==> src/rtl/run_ctrl_if.sv <==
// Program-load port from the host and the instruction-memory write strobe it produces.
// master = host/bench side, slave = run_ctrl.
interface run_ctrl_if #(
  parameter int ADDR_W  = 16,
  parameter int INSTR_W = 16
);
  logic               ld_valid;
  logic [INSTR_W-1:0] ld_data;
  logic               ld_last;
  logic               ld_ready;
  logic               imem_we;
  logic [ADDR_W-1:0]  imem_addr;
  logic [INSTR_W-1:0] imem_wdata;

  modport master (
    output ld_valid, ld_data, ld_last,
    input  ld_ready, imem_we, imem_addr, imem_wdata
  );

  modport slave (
    input  ld_valid, ld_data, ld_last,
    output ld_ready, imem_we, imem_addr, imem_wdata
  );
endinterface

==> src/rtl/run_ctrl.sv <==
// Run controller: streams a program into imem, then gates cpu execution (run/step/stop/halt).
// Optional breakpoint support under `RUN_CTRL_BREAKPOINT_EN.
module run_ctrl #(
  parameter int ADDR_W  = 16,
  parameter int INSTR_W = 16,
  parameter int CNT_W   = 32
) (
  input  logic              CLK,
  input  logic              RST_N,
  input  logic              cmd_load,
  input  logic              cmd_run,
  input  logic              cmd_step,
  input  logic              cmd_stop,
  run_ctrl_if.slave         ld,
  input  logic [ADDR_W-1:0] pc,
  input  logic              is_halt,
  output logic              cpu_en,
  output logic              cpu_clear,
  output logic [2:0]        state,
  output logic [CNT_W-1:0]  cycle_cnt
`ifdef RUN_CTRL_BREAKPOINT_EN
  ,
  input  logic              bp_valid,
  input  logic [ADDR_W-1:0] bp_addr,
  output logic              bp_hit
`endif
);

  typedef enum logic [2:0] {
    S_IDLE   = 3'd0,
    S_LOAD   = 3'd1,
    S_RUN    = 3'd2,
    S_STEP   = 3'd3,
    S_HALTED = 3'd4
  } state_t;

  localparam logic [ADDR_W-1:0] ADDR_ONE = {{(ADDR_W-1){1'b0}}, 1'b1};
  localparam logic [CNT_W-1:0]  CNT_ONE  = {{(CNT_W-1){1'b0}}, 1'b1};

  state_t            st;
  logic [ADDR_W-1:0] ld_addr;
  logic [CNT_W-1:0]  cnt;
  logic              clr_q;
  logic              wr;
  logic              ld_done;
  logic              bp_stop;
  logic              en;

  // A beat coinciding with cmd_stop is consumed but never written.
  assign wr      = (st == S_LOAD) & ld.ld_valid & ~cmd_stop;
  assign ld_done = wr & (ld.ld_last | (ld_addr == '1));

`ifdef RUN_CTRL_BREAKPOINT_EN
  logic run_first;
  // First RUN cycle skips the compare so a re-run can step off the breakpoint.
  assign bp_stop = (st == S_RUN) & bp_valid & (pc == bp_addr) & ~run_first
                   & ~is_halt & ~cmd_stop;
  assign bp_hit  = RST_N & bp_stop;
`else
  logic pc_unused;
  assign pc_unused = ^pc;
  assign bp_stop   = 1'b0;
`endif

  assign en = ((st == S_RUN) | (st == S_STEP)) & ~is_halt & ~cmd_stop & ~bp_stop;

  assign ld.ld_ready   = RST_N & (st == S_LOAD);
  assign ld.imem_we    = RST_N & wr;
  assign ld.imem_addr  = RST_N ? ld_addr : '0;
  assign ld.imem_wdata = RST_N ? ld.ld_data : '0;
  assign cpu_en        = RST_N & en;
  assign cpu_clear     = RST_N & clr_q;
  assign state         = RST_N ? st : S_IDLE;
  assign cycle_cnt     = RST_N ? cnt : '0;

  always_ff @(posedge CLK) begin
    if (!RST_N) begin
      st      <= S_IDLE;
      ld_addr <= '0;
      cnt     <= '0;
      clr_q   <= 1'b0;
`ifdef RUN_CTRL_BREAKPOINT_EN
      run_first <= 1'b0;
`endif
    end else begin
      clr_q <= 1'b0;
`ifdef RUN_CTRL_BREAKPOINT_EN
      run_first <= 1'b0;
`endif
      if (clr_q)
        cnt <= '0;
      else if (en)
        cnt <= cnt + CNT_ONE;

      case (st)
        S_IDLE: begin
          if (cmd_stop) begin
            st <= S_IDLE;
          end else if (cmd_load) begin
            st      <= S_LOAD;
            ld_addr <= '0;
            cnt     <= '0;
          end else if (cmd_run) begin
            st <= S_RUN;
`ifdef RUN_CTRL_BREAKPOINT_EN
            run_first <= 1'b1;
`endif
          end else if (cmd_step) begin
            st <= S_STEP;
          end
        end
        S_LOAD: begin
          if (cmd_stop) begin
            st <= S_IDLE;
          end else if (wr) begin
            // Address saturates at the top of memory instead of wrapping.
            if (ld_addr != '1)
              ld_addr <= ld_addr + ADDR_ONE;
            if (ld_done) begin
              st    <= S_IDLE;
              clr_q <= 1'b1;
            end
          end
        end
        S_RUN: begin
          if (cmd_stop)
            st <= S_IDLE;
          else if (is_halt)
            st <= S_HALTED;
          else if (bp_stop)
            st <= S_IDLE;
        end
        S_STEP: begin
          if (!cmd_stop && is_halt)
            st <= S_HALTED;
          else
            st <= S_IDLE;
        end
        S_HALTED: begin
          if (cmd_stop) begin
            st <= S_IDLE;
          end else if (cmd_load) begin
            st      <= S_LOAD;
            ld_addr <= '0;
            cnt     <= '0;
          end
        end
        default: st <= S_IDLE;
      endcase
    end
  end

endmodule

==> src/flat_wrapper.sv <==
// flat-port wrapper written by rule: the top's interface ports become plain ports
module run_ctrl_flat 
#(
  parameter int ADDR_W  = 16,
  parameter int INSTR_W = 16,
  parameter int CNT_W   = 32
)
  (CLK, RST_N, cmd_load, cmd_run, cmd_step, cmd_stop, pc, is_halt, cpu_en, cpu_clear, state, cycle_cnt, ld_ld_valid, ld_ld_data, ld_ld_last, ld_ld_ready, ld_imem_we, ld_imem_addr, ld_imem_wdata);
  run_ctrl_if #(.ADDR_W(ADDR_W), .INSTR_W(INSTR_W)) ld_i ();
  input  logic CLK;
  input  logic RST_N;
  input  logic cmd_load;
  input  logic cmd_run;
  input  logic cmd_step;
  input  logic cmd_stop;
  input  logic [ADDR_W-1:0] pc;
  input  logic is_halt;
  output logic cpu_en;
  output logic cpu_clear;
  output logic [2:0] state;
  output logic [CNT_W-1:0] cycle_cnt;
  input wire logic [$bits(ld_i.ld_valid)-1:0] ld_ld_valid;
  input wire logic [$bits(ld_i.ld_data)-1:0] ld_ld_data;
  input wire logic [$bits(ld_i.ld_last)-1:0] ld_ld_last;
  output wire logic [$bits(ld_i.ld_ready)-1:0] ld_ld_ready;
  output wire logic [$bits(ld_i.imem_we)-1:0] ld_imem_we;
  output wire logic [$bits(ld_i.imem_addr)-1:0] ld_imem_addr;
  output wire logic [$bits(ld_i.imem_wdata)-1:0] ld_imem_wdata;
  assign ld_i.ld_valid = ld_ld_valid;
  assign ld_i.ld_data = ld_ld_data;
  assign ld_i.ld_last = ld_ld_last;
  assign ld_ld_ready = ld_i.ld_ready;
  assign ld_imem_we = ld_i.imem_we;
  assign ld_imem_addr = ld_i.imem_addr;
  assign ld_imem_wdata = ld_i.imem_wdata;
  run_ctrl #(.ADDR_W(ADDR_W), .INSTR_W(INSTR_W), .CNT_W(CNT_W)) u_core (.CLK(CLK), .RST_N(RST_N), .cmd_load(cmd_load), .cmd_run(cmd_run), .cmd_step(cmd_step), .cmd_stop(cmd_stop), .ld(ld_i), .pc(pc), .is_halt(is_halt), .cpu_en(cpu_en), .cpu_clear(cpu_clear), .state(state), .cycle_cnt(cycle_cnt));
endmodule
==> config.mk <==
export PLATFORM = sky130hd
export DESIGN_NAME = run_ctrl_flat
export DESIGN_NICKNAME = d
export VERILOG_FILES = /design/src/rtl/run_ctrl_if.sv /design/src/rtl/run_ctrl.sv /design/src/flat_wrapper.sv
export SDC_FILE = /design/constraint.sdc
export NUM_CORES = 1
export LEC_CHECK = 0
export ABC_AREA = 1
export ABC_CLOCK_PERIOD_IN_PS = 1600
export BUFFER_PORTS_ARGS = -buffer_cell sky130_fd_sc_hd__buf_2
export CELL_PAD_IN_SITES_DETAIL_PLACEMENT = 0
export CELL_PAD_IN_SITES_GLOBAL_PLACEMENT = 2
export CORE_MARGIN = 5
export CORE_UTILIZATION = 24
export DETAILED_ROUTE_END_ITERATION = 6
export PLACE_DENSITY_LB_ADDON = 0.1
export SLEW_MARGIN = 20
export SYNTH_ARGS = -nofsm -noshare
export SYNTH_HDL_FRONTEND = slang
export SYNTH_SLANG_ARGS = --single-unit
==> constraint.sdc <==
create_clock -name CLK -period 1.6 [get_ports CLK]
set_clock_uncertainty 0.05 [all_clocks]
set_input_delay 0.08 -clock CLK [delete_from_list [all_inputs] [get_ports CLK]]
set_output_delay 0.08 -clock CLK [all_outputs]
set_load 0.02 [all_outputs]
==> results of run 1 <==
==> synth_stat cells, types with 3 or more instances <==
cell type / count
nor2_4: 11
o21ai_0: 12
nor2_2: 8
a21oi_1: 18
nand3_2: 4
buf_2: 3
nor2_1: 73
o21a_1: 4
nand3_1: 26
xnor2_1: 3
o21bai_1: 3
a21oi_2: 9
buf_1: 5
nand2_2: 9
buf_6: 4
inv_2: 8
nand4_1: 8
nand3_4: 3
inv_1: 120
nand2_1: 186
and2_1: 4
dfxtp_1: 52
nand2_4: 4
xor2_1: 9
nor3_1: 7
==> report_power, final <==
group          switching [mW]  internal [mW]  total [mW]  leakage, nW
sequential             0.0164           1.31        1.33        0.427
combinational           0.393          0.306       0.699         2.53
clock                   0.558          0.787        1.34       0.0871
total                   0.967           2.40        3.37         3.04
==> layout make-up <==
cell class	count	area, µm²
multi-input combinational	420	2350
timing repair buffer	173	1190
clock inverter	2	38.8
sequential	52	1060
inverter	131	495
tap	216	270
fill	1784	10200
clock buffer	6	139
==> cell families (layout without fill, tap and decap cells) <==
| family | Yosys count | count (layout) | synth area share, % |
|---|---|---|---|
| AOI/OAI and AO/OA | 53 | 53 | 8.73 |
| DFF | 52 | 52 | 27.4 |
| adders and majority gates | 2 | 2 | 0.659 |
| xor gates and xnor gates | 12 | 12 | 2.77 |
| buffers and inverters | 147 | 312 | 16.0 |
| and+or+nand+nor | 353 | 353 | 44.4 |
==> critical path, cell delays in order, from the launching register on <==
cell       delay, ns
dfxtp_2         0.34
inv_4           0.06
buf_6           0.09
nand3_4         0.08
nor2_4          0.15
nand2_2         0.08
nand2_2         0.08
nand3_4         0.16
buf_12          0.18
clkbuf_16       0.15
nand2_2         0.05
a21oi_1         0.05
==> repair_timing <==
item                       in CTS  in global routing
hold endpoints to repair        0                  0
buffers inserted                2                  5
cloned                          0                  2
setup endpoints to repair      21                 43
hold buffers                    0                  0
resized for setup              10                 77
pin swaps                       3                 22
==> layer usage <==
metal | share of wire [%] | GRT usage (%)
met4 | 1.0 | 3.42
met1 | 45 | 16.2
met2 | 51 | 24.3
met3 | 3.3 | 2.26
met5 | 0 | 0
==> stage by stage <==
step | TNS [ns] | util [%]
final | -0.156 | 35.3
after global routing | -1.36 | 35.3
after CTS | 0 | 33.3
after detailed placement | -0.575 | 31.8
after global placement | -0.509 | 31.8
after floorplan | 0 | -
==> flip-flops by register name (all words and copies together), names as in the netlist <==
register / count
u_core.st: 3
u_core.ld_addr: 16
u_core.cnt: 32
u_core.clr_q: 1
==> worst paths after layout <==
check / slack (ns) / end / from / cells past startpoint
setup reg to reg: -0.03 / u_core.ld_addr[4] / u_core.st[2] / 11
hold reg to reg: 0.42 / u_core.cnt[12] / u_core.cnt[12] / 2
setup / recovery: -0.03 / u_core.ld_addr[4] / u_core.st[2] / 11
hold / removal: 0.08 / u_core.clr_q / ld_ld_last / 3
==> flow_metrics.tcl, run 1 <==
set metrics [dict create \
    maxCapViolCount 0 \
    synth_top_area_cell "dfxtp_1" \
    crit_type "reg2reg" \
    holdWs_ns 0.0845 \
    grt_pass1_vias 4075 \
    synthTopCellsByArea "dfxtp_1 27%, nand2_1 18%, inv_1 12%" \
    rsz0062_at_grt "true" \
    diodes 0 \
    nets 826 \
    io_buffers 95 \
    worst_slack_ns -0.0330 \
    violations "negative setup slack" \
    drt_pre_antenna_iters 4 \
    start_util_pct 24.2 \
    numCtsBuffers 5 \
    dpl.hpwl_um 9590 \
    required_ns 1.74 \
    cts.clk_slew.worst_paths_ns 0.07 \
    die_h_um 136 \
    yosysSeqAreaShare_pct 27.4 \
    post_dp_cell_area_um2 5000 \
    worstSkewPairLatency_ns 0.30 \
    grt_max_degree 71 \
    finalMaxSlewViolations 0 \
    avgViaCountPerCell 4.13 \
    synth_area_um2 3800 \
    finalHoldViolations 0 \
    drc 0 \
    arrival_ns 1.77 \
    relSlewSlack_pct 74.3 \
    post-synth-top-area-fraction_pct 27.4 \
    wl_per_cell_um 12.3 \
    synth_cell_types 43 \
    layout_common_cells "167 x nand2_1, 116 x inv_1, 93 x buf_2, 67 x buf_4, 61 x nor2_1" \
    antenna_left 0 \
    path_max_fanout 6 \
    die_area_um2 18400 \
    clock_tree.root_cell "clkbuf_16" \
    status "finished with violations" \
    ys_ff_latch 52 \
    synth_edf_count 0 \
    drt_wl_total_um 12300 \
    placed_cells 983 \
    hp-class "in2reg" \
    syn_inst 619 \
    yosys_warnings 0 \
    powerDensity_nw_per_um2 608 \
    min_period_ns 1.63 \
    drive_above_1_share_pct 39.3 \
    tightest_slew_ns 0.382 \
    cellLeakagePower_nw 3.04 \
    design.core.area_um2 15700 \
    async_reset_ff_share_pct 0 \
    fin_crit_sh_pct 102 \
    p_total_mw 3.37 \
    clockBufferDepth 2 \
    io-pin-count 112 \
    synth.avg_cell_area_um2 6.14 \
    vdd_drop_max_mv 0.565 \
    dieWidth_um 136 \
    globalRouteOverflowTotal 0 \
    startpoint_type "flip-flop" \
    area_growth_pct 45.8 \
    fmax_mhz 612 \
    setup_viol 6 \
    cts_sinks 52 \
    drt-initial-drc-count 108 \
    design_area_um2 5540 \
    syn_nets 662 \
    antenna_found_initial 0 \
    synth_top_flop_cell "dfxtp_1" \
    cts_tree "done" \
    dr_total_vias 4128 \
    instances_no_fill 1000 \
    grt_pass1_wl_um 19800 \
    grt_util_all_layers_pct 13.3 \
    final_common_cell "nand2_1" \
    rows 46 \
    gp_congestion 0.786 \
    cp-end-kind "flip-flop" \
    dp_slack_ns -0.0550 \
    htree_levels 2 \
]
(Power assumes the default switching activity.)
==> run 2, diff against run 1 <==
- CELL_PAD_IN_SITES_DETAIL_PLACEMENT: 0 -> 1
- CELL_PAD_IN_SITES_GLOBAL_PLACEMENT: 2 -> 1
- CORE_UTILIZATION: 24 -> 32
==> run 2 against run 1 <==
  * The flow now finishes without violations
  * Critical endpoint is now u_core.ld_addr[1]
  * First-iteration DRC count is 2.8% higher
  * Power is 7.7% lower
  * Register-to-register slack better by 0.05 ns
  * Final area is 5.4% lower
  * Routed wire length is 0.69% lower
  * Sequential power hardly changed
  * Non-clock buffer count is 15 lower
  * Maximum frequency is 3.2% higher
==> flow_metrics.tcl, run 2 (synthesized netlist as in run 1, its figures left out) <==
set metrics [dict create \
    status "finished, final reports clean" \
    cts_tree "done" \
    holdWs_ns 0.0681 \
    dr_total_vias 4182 \
    setup_viol 0 \
    avgViaCountPerCell 4.59 \
    worstSkewPairLatency_ns 0.30 \
    finalMaxSlewViolations 0 \
    grt_util_all_layers_pct 16.7 \
    grt_max_degree 42 \
    design.core.area_um2 11500 \
    tightest_slew_ns 0.395 \
    post_dp_cell_area_um2 4790 \
    nets 811 \
    drc 0 \
    start_util_pct 33.0 \
    cts_sinks 52 \
    io-pin-count 112 \
    routed.top_layer "met4" \
    crit_type "reg2reg" \
    drive_above_1_share_pct 36.9 \
    wirelength_met1_um 5320 \
    drt_pre_antenna_iters 4 \
    rows 39 \
    grt_pass1_wl_um 20000 \
    numCtsBuffers 5 \
    design_area_um2 5240 \
    min_period_ns 1.58 \
    drt-initial-drc-count 111 \
    fillCellCount 1578 \
    p_total_mw 3.11 \
    final_common_cell "nand2_1" \
    wl_met2_um 6310 \
    setup-tns-final_ns 0 \
    cts_hold_buf 0 \
    finalHoldViolations 0 \
    dpl.hpwl_um 9450 \
    io_buffers 95 \
    fmax_mhz 632 \
    rsz0062_at_grt "true" \
    cts.clk_slew.worst_paths_ns 0.07 \
    top_regs "u_core.cnt (32), u_core.ld_addr (16), u_core.st (3)" \
    diodes 0 \
    dieWidth_um 119 \
    gp_congestion 0.825 \
    drt_wl_total_um 12200 \
    cellLeakagePower_nw 2.89 \
    largest_reg_flops 32 \
    relSlewSlack_pct 73.7 \
    hp-class "in2reg" \
    layout_common_cells "171 x nand2_1, 116 x inv_1, 94 x buf_2, 60 x nor2_1, 54 x buf_4" \
    fin_crit_sh_pct 98.9 \
    required_ns 1.77 \
    antenna_left 0 \
    wl_met3_um 383 \
    htree_levels 2 \
    dp_slack_ns -0.0398 \
    vdd_drop_max_mv 0.311 \
    worst_slack_ns 0.0171 \
    grt_pass1_vias 4343 \
    die_area_um2 14200 \
    path_max_fanout 5 \
    antenna_found_initial 0 \
    die_h_um 119 \
    powerDensity_nw_per_um2 593 \
    clock_tree.root_cell "clkbuf_16" \
    globalRouteOverflowTotal 0 \
    wl_per_cell_um 13.4 \
    area_growth_pct 37.9 \
    clockBufferDepth 2 \
    maxCapViolCount 0 \
    arrival_ns 1.75 \
    cp-end-kind "flip-flop" \
    startpoint_type "flip-flop" \
    regMostFlops "u_core.cnt" \
]
## run 2: critical path, stage by stage (launching register included)
cell	delay, ns
dfxtp_2	0.36
ha_4	0.16
inv_4	0.04
nor2_4	0.13
nand2_4	0.09
nor2_4	0.09
nand2_2	0.06
nand3_4	0.16
buf_12	0.15
buf_6	0.09
nand2_2	0.03
o21ai_1	0.08
## run 2: routing by layer
layer | vias up | GRT usage (%)
li1 | 2157 | -
met1 | 1947 | 19.2
met2 | 63 | 31.8
met3 | 15 | 2.89
met4 | 0 | 4.56
met5 | - | 0
## run 2: repair_timing
action | CTS | global route
endpoints found under the setup margin | 16 | 47
resized for setup | 7 | 66
setup buffers | 2 | 8
cloned | 0 | 1
hold endpoints to repair | 0 | 0
pin swaps | 3 | 33
## run 2: report_power, final
group          internal, mW  switching, mW
clock network         0.620          0.532
registers              1.31         0.0207
logic                 0.254          0.374
total                  2.18          0.927
## run 2: final timing paths
kind	start	end	slack [ns]	cells past startpoint
worst max-delay path	u_core.ld_addr[0]	u_core.ld_addr[1]	0.02	11
worst min-delay path	RST_N	u_core.st[2]	0.07	3
worst max register to register	u_core.ld_addr[0]	u_core.ld_addr[1]	0.02	11
worst min register to register	u_core.cnt[12]	u_core.cnt[12]	0.44	2
## run 2: layout make-up
type | count | area (µm²) | share of cell area, %
multi-input cells | 420 | 2310 | 44.1
clock buffers | 6 | 139 | 2.65
flip-flops and latches | 52 | 1060 | 20.2
clock inverters | 2 | 10.0 | 0.191
repair buffers | 158 | 1040 | 19.8
well taps | 143 | 179 | 3.41
inverters | 131 | 503 | 9.60
## run 2: stage by stage
stage                     std cells  utilization, %
after global placement          894            41.6
after global routing            912            45.5
after floorplan                 619               -
after CTS                       904            43.2
after detailed placement        894            41.6
final                           912            45.5
==> run 3, diff against run 2 <==
- ABC_CLOCK_PERIOD_IN_PS: 1600 -> 1650
- CORE_UTILIZATION: 32 -> 35
- clock period: 1.6 -> 1.65 ns (I/O delays scaled with it)
==> run 3 against run 2 <==
  * Via count down 0.81%
  * Power down 12%
  * Critical path depth down 1
  * Critical path type unchanged
  * Combinational power down 17%
==> flow_metrics.tcl, run 3 (synthesized netlist as in run 1, its figures left out) <==
set metrics [dict create \
    status "finished, final reports clean" \
    dpl.hpwl_um 9500 \
    largest_reg_flops 32 \
    cts_sinks 52 \
    design.core.area_um2 10700 \
    fillCellCount 1500 \
    rr_endpoint "u_core.ld_addr[14]" \
    htree_levels 2 \
    startpoint_type "flip-flop" \
    top_usage_layer "met2" \
    tightest_slew_ns 0.397 \
    crit_type "reg2reg" \
    switchingPower_mw 0.837 \
    p_sw_share_pct 30.4 \
    globalRouteOverflowTotal 0 \
    fin_util_pct 46.3 \
    numCtsBuffers 5 \
    die_h_um 114 \
    drive_above_1_share_pct 33.1 \
    p_int_mw 1.91 \
    grt_max_degree 34 \
    start_util_pct 35.4 \
    p_total_mw 2.75 \
    grt_pass1_wl_um 19400 \
    cp_slowest_cell "dfxtp_1" \
    rsz0062_at_grt "true" \
    hp-class "in2reg" \
    drt_wl_total_um 11700 \
    finalHoldViolations 0 \
    powerDensity_nw_per_um2 552 \
    dieWidth_um 114 \
    max_stage_delay_ns 0.36 \
    io-pin-count 112 \
    maxCapViolCount 0 \
    grt_util_all_layers_pct 18.1 \
    worst_slack_ns 0.0909 \
    vdd_drop_max_mv 0.344 \
    grt_pass1_vias 4248 \
    nets 800 \
    rows 38 \
    drc 0 \
    wl_per_cell_um 13.1 \
    dp_slack_ns 0.000919 \
    arrival_ns 1.73 \
    fin_crit_sh_pct 94.5 \
    worstSkewPairLatency_ns 0.32 \
    fmax_mhz 641 \
    drt-initial-drc-count 125 \
    cts_tree "done" \
    required_ns 1.82 \
    final_common_cell "nand2_1" \
    antenna_found_initial 0 \
    reg2reg_slack_ns 0.09 \
    avgViaCountPerCell 4.62 \
    setup_viol 0 \
    gp_congestion 0.855 \
    critPathTopFamily "simple AND/OR/NAND/NOR gates" \
    whs_path_depth 3 \
    holdPathEnd "u_core.ld_addr[0]" \
    io_buffers 95 \
    relSlewSlack_pct 73.3 \
    diodes 0 \
    cp-end-kind "flip-flop" \
    drt_pre_antenna_iters 4 \
    cp_cell_sequence "nand2_1 > nor2_1 > nand2_2 > nor2_4 > nand2_2 > nand3_4 > buf_12 > nor2_1 > nor2_2 > nor2_2" \
    power_frac_seq_pct 46.8 \
    min_period_ns 1.56 \
    reg2reg_depth 10 \
    post_dp_cell_area_um2 4730 \
    met3_usage_pct 2.22 \
    area_growth_pct 31.1 \
    top_regs "u_core.cnt (32), u_core.ld_addr (16), u_core.st (3)" \
    cts.clk_slew.worst_paths_ns 0.11 \
    p_clk_share_pct 34.2 \
    clock_tree.root_cell "clkbuf_8" \
    worstHoldStart "RST_N" \
    antenna_left 0 \
    clockBufferDepth 2 \
    pwr-share-comb_pct 19.0 \
    cellLeakagePower_nw 2.77 \
    layout_common_cells "182 x nand2_1, 118 x inv_1, 95 x buf_2, 67 x nor2_1, 49 x buf_4" \
    dr_total_vias 4148 \
    use_met1_pct 20.8 \
    met2_usage_pct 35.1 \
    design_area_um2 4980 \
    die_area_um2 13000 \
    finalMaxSlewViolations 0 \
    path_max_fanout 11 \
    regMostFlops "u_core.cnt" \
    setup-tns-final_ns 0 \
    crit_buf_inv 1 \
    rr_startpoint "u_core.ld_addr[11]" \
]
[run 3: cell count changes in the layout (fill, tap and decap cells not counted), sizes merged]
| cell | previous run | this run |
|---|---|---|
| buf | 157 | 147 |
| clkbuf | 7 | 5 |
| bufinv | 0 | 1 |
| clkinvlp | 0 | 1 |
| inv | 129 | 128 |
[run 3: through the flow]
stage / hold WS, ns / cells
2_1_floorplan: 0.204 / 619
3_3_place_gp: 0.385 / 887
3_5_place_dp: 0.400 / 887
4_1_cts: 0.0573 / 895
5_1_grt: 0.0672 / 898
6_report: 0.0479 / 898
[run 3: worst max path at each step]
stage	start	to	cells past startpoint
4_1_cts	u_core.st[2]	u_core.cnt[20]	10
3_3_place_gp	u_core.ld_addr[0]	u_core.st[2]	10
3_5_place_dp	u_core.ld_addr[1]	u_core.st[2]	10
5_1_grt	u_core.st[2]	u_core.cnt[9]	9
6_report	u_core.ld_addr[11]	u_core.ld_addr[14]	10
2_1_floorplan	u_core.ld_addr[0]	u_core.ld_addr[13]	11
[run 3: layout make-up]
cell class	instances	area (µm²)	share of cell area [%]
Tap cell	140	175	3.52
Clock inverter	3	42.5	0.854
Multi-Input combinational cell	420	2250	45.1
Clock buffer	5	68.8	1.38
Inverter	131	495	9.95
Sequential cell	52	1060	21.2
Timing Repair Buffer	147	895	18.0
[run 3: tightest hold or removal path: cells and delay by family]
kind	cells	cell delay [ns]
compound gates	1	0.04
simple gates	1	0.13
buf+inv	1	0.13
[run 3: routing by layer]
layer	wire length, µm	up-vias
met1	5140	1952
met5	0	-
li1	-	2131
met2	6100	55
met3	356	10
met4	121	0
[run 3: timing repair]
item / in CTS / in global routing
setup buffers: 0 / 3
setup endpoints to repair: 3 / 44
resized for setup: 1 / 39
pin swaps: 0 / 7
hold endpoints to repair: 0 / 0
hold buffers: 0 / 0
[run 3: power groups by stage]
stage | Clock (mW) | Sequential [mW] | Combinational [mW]
after floorplan | 0 | 1.31 | 0.332
after global placement | 0 | 1.31 | 0.497
after detailed placement | 0 | 1.31 | 0.509
after CTS | 0.968 | 1.28 | 0.512
after global routing | 1.01 | 1.29 | 0.578
final | 0.940 | 1.29 | 0.523
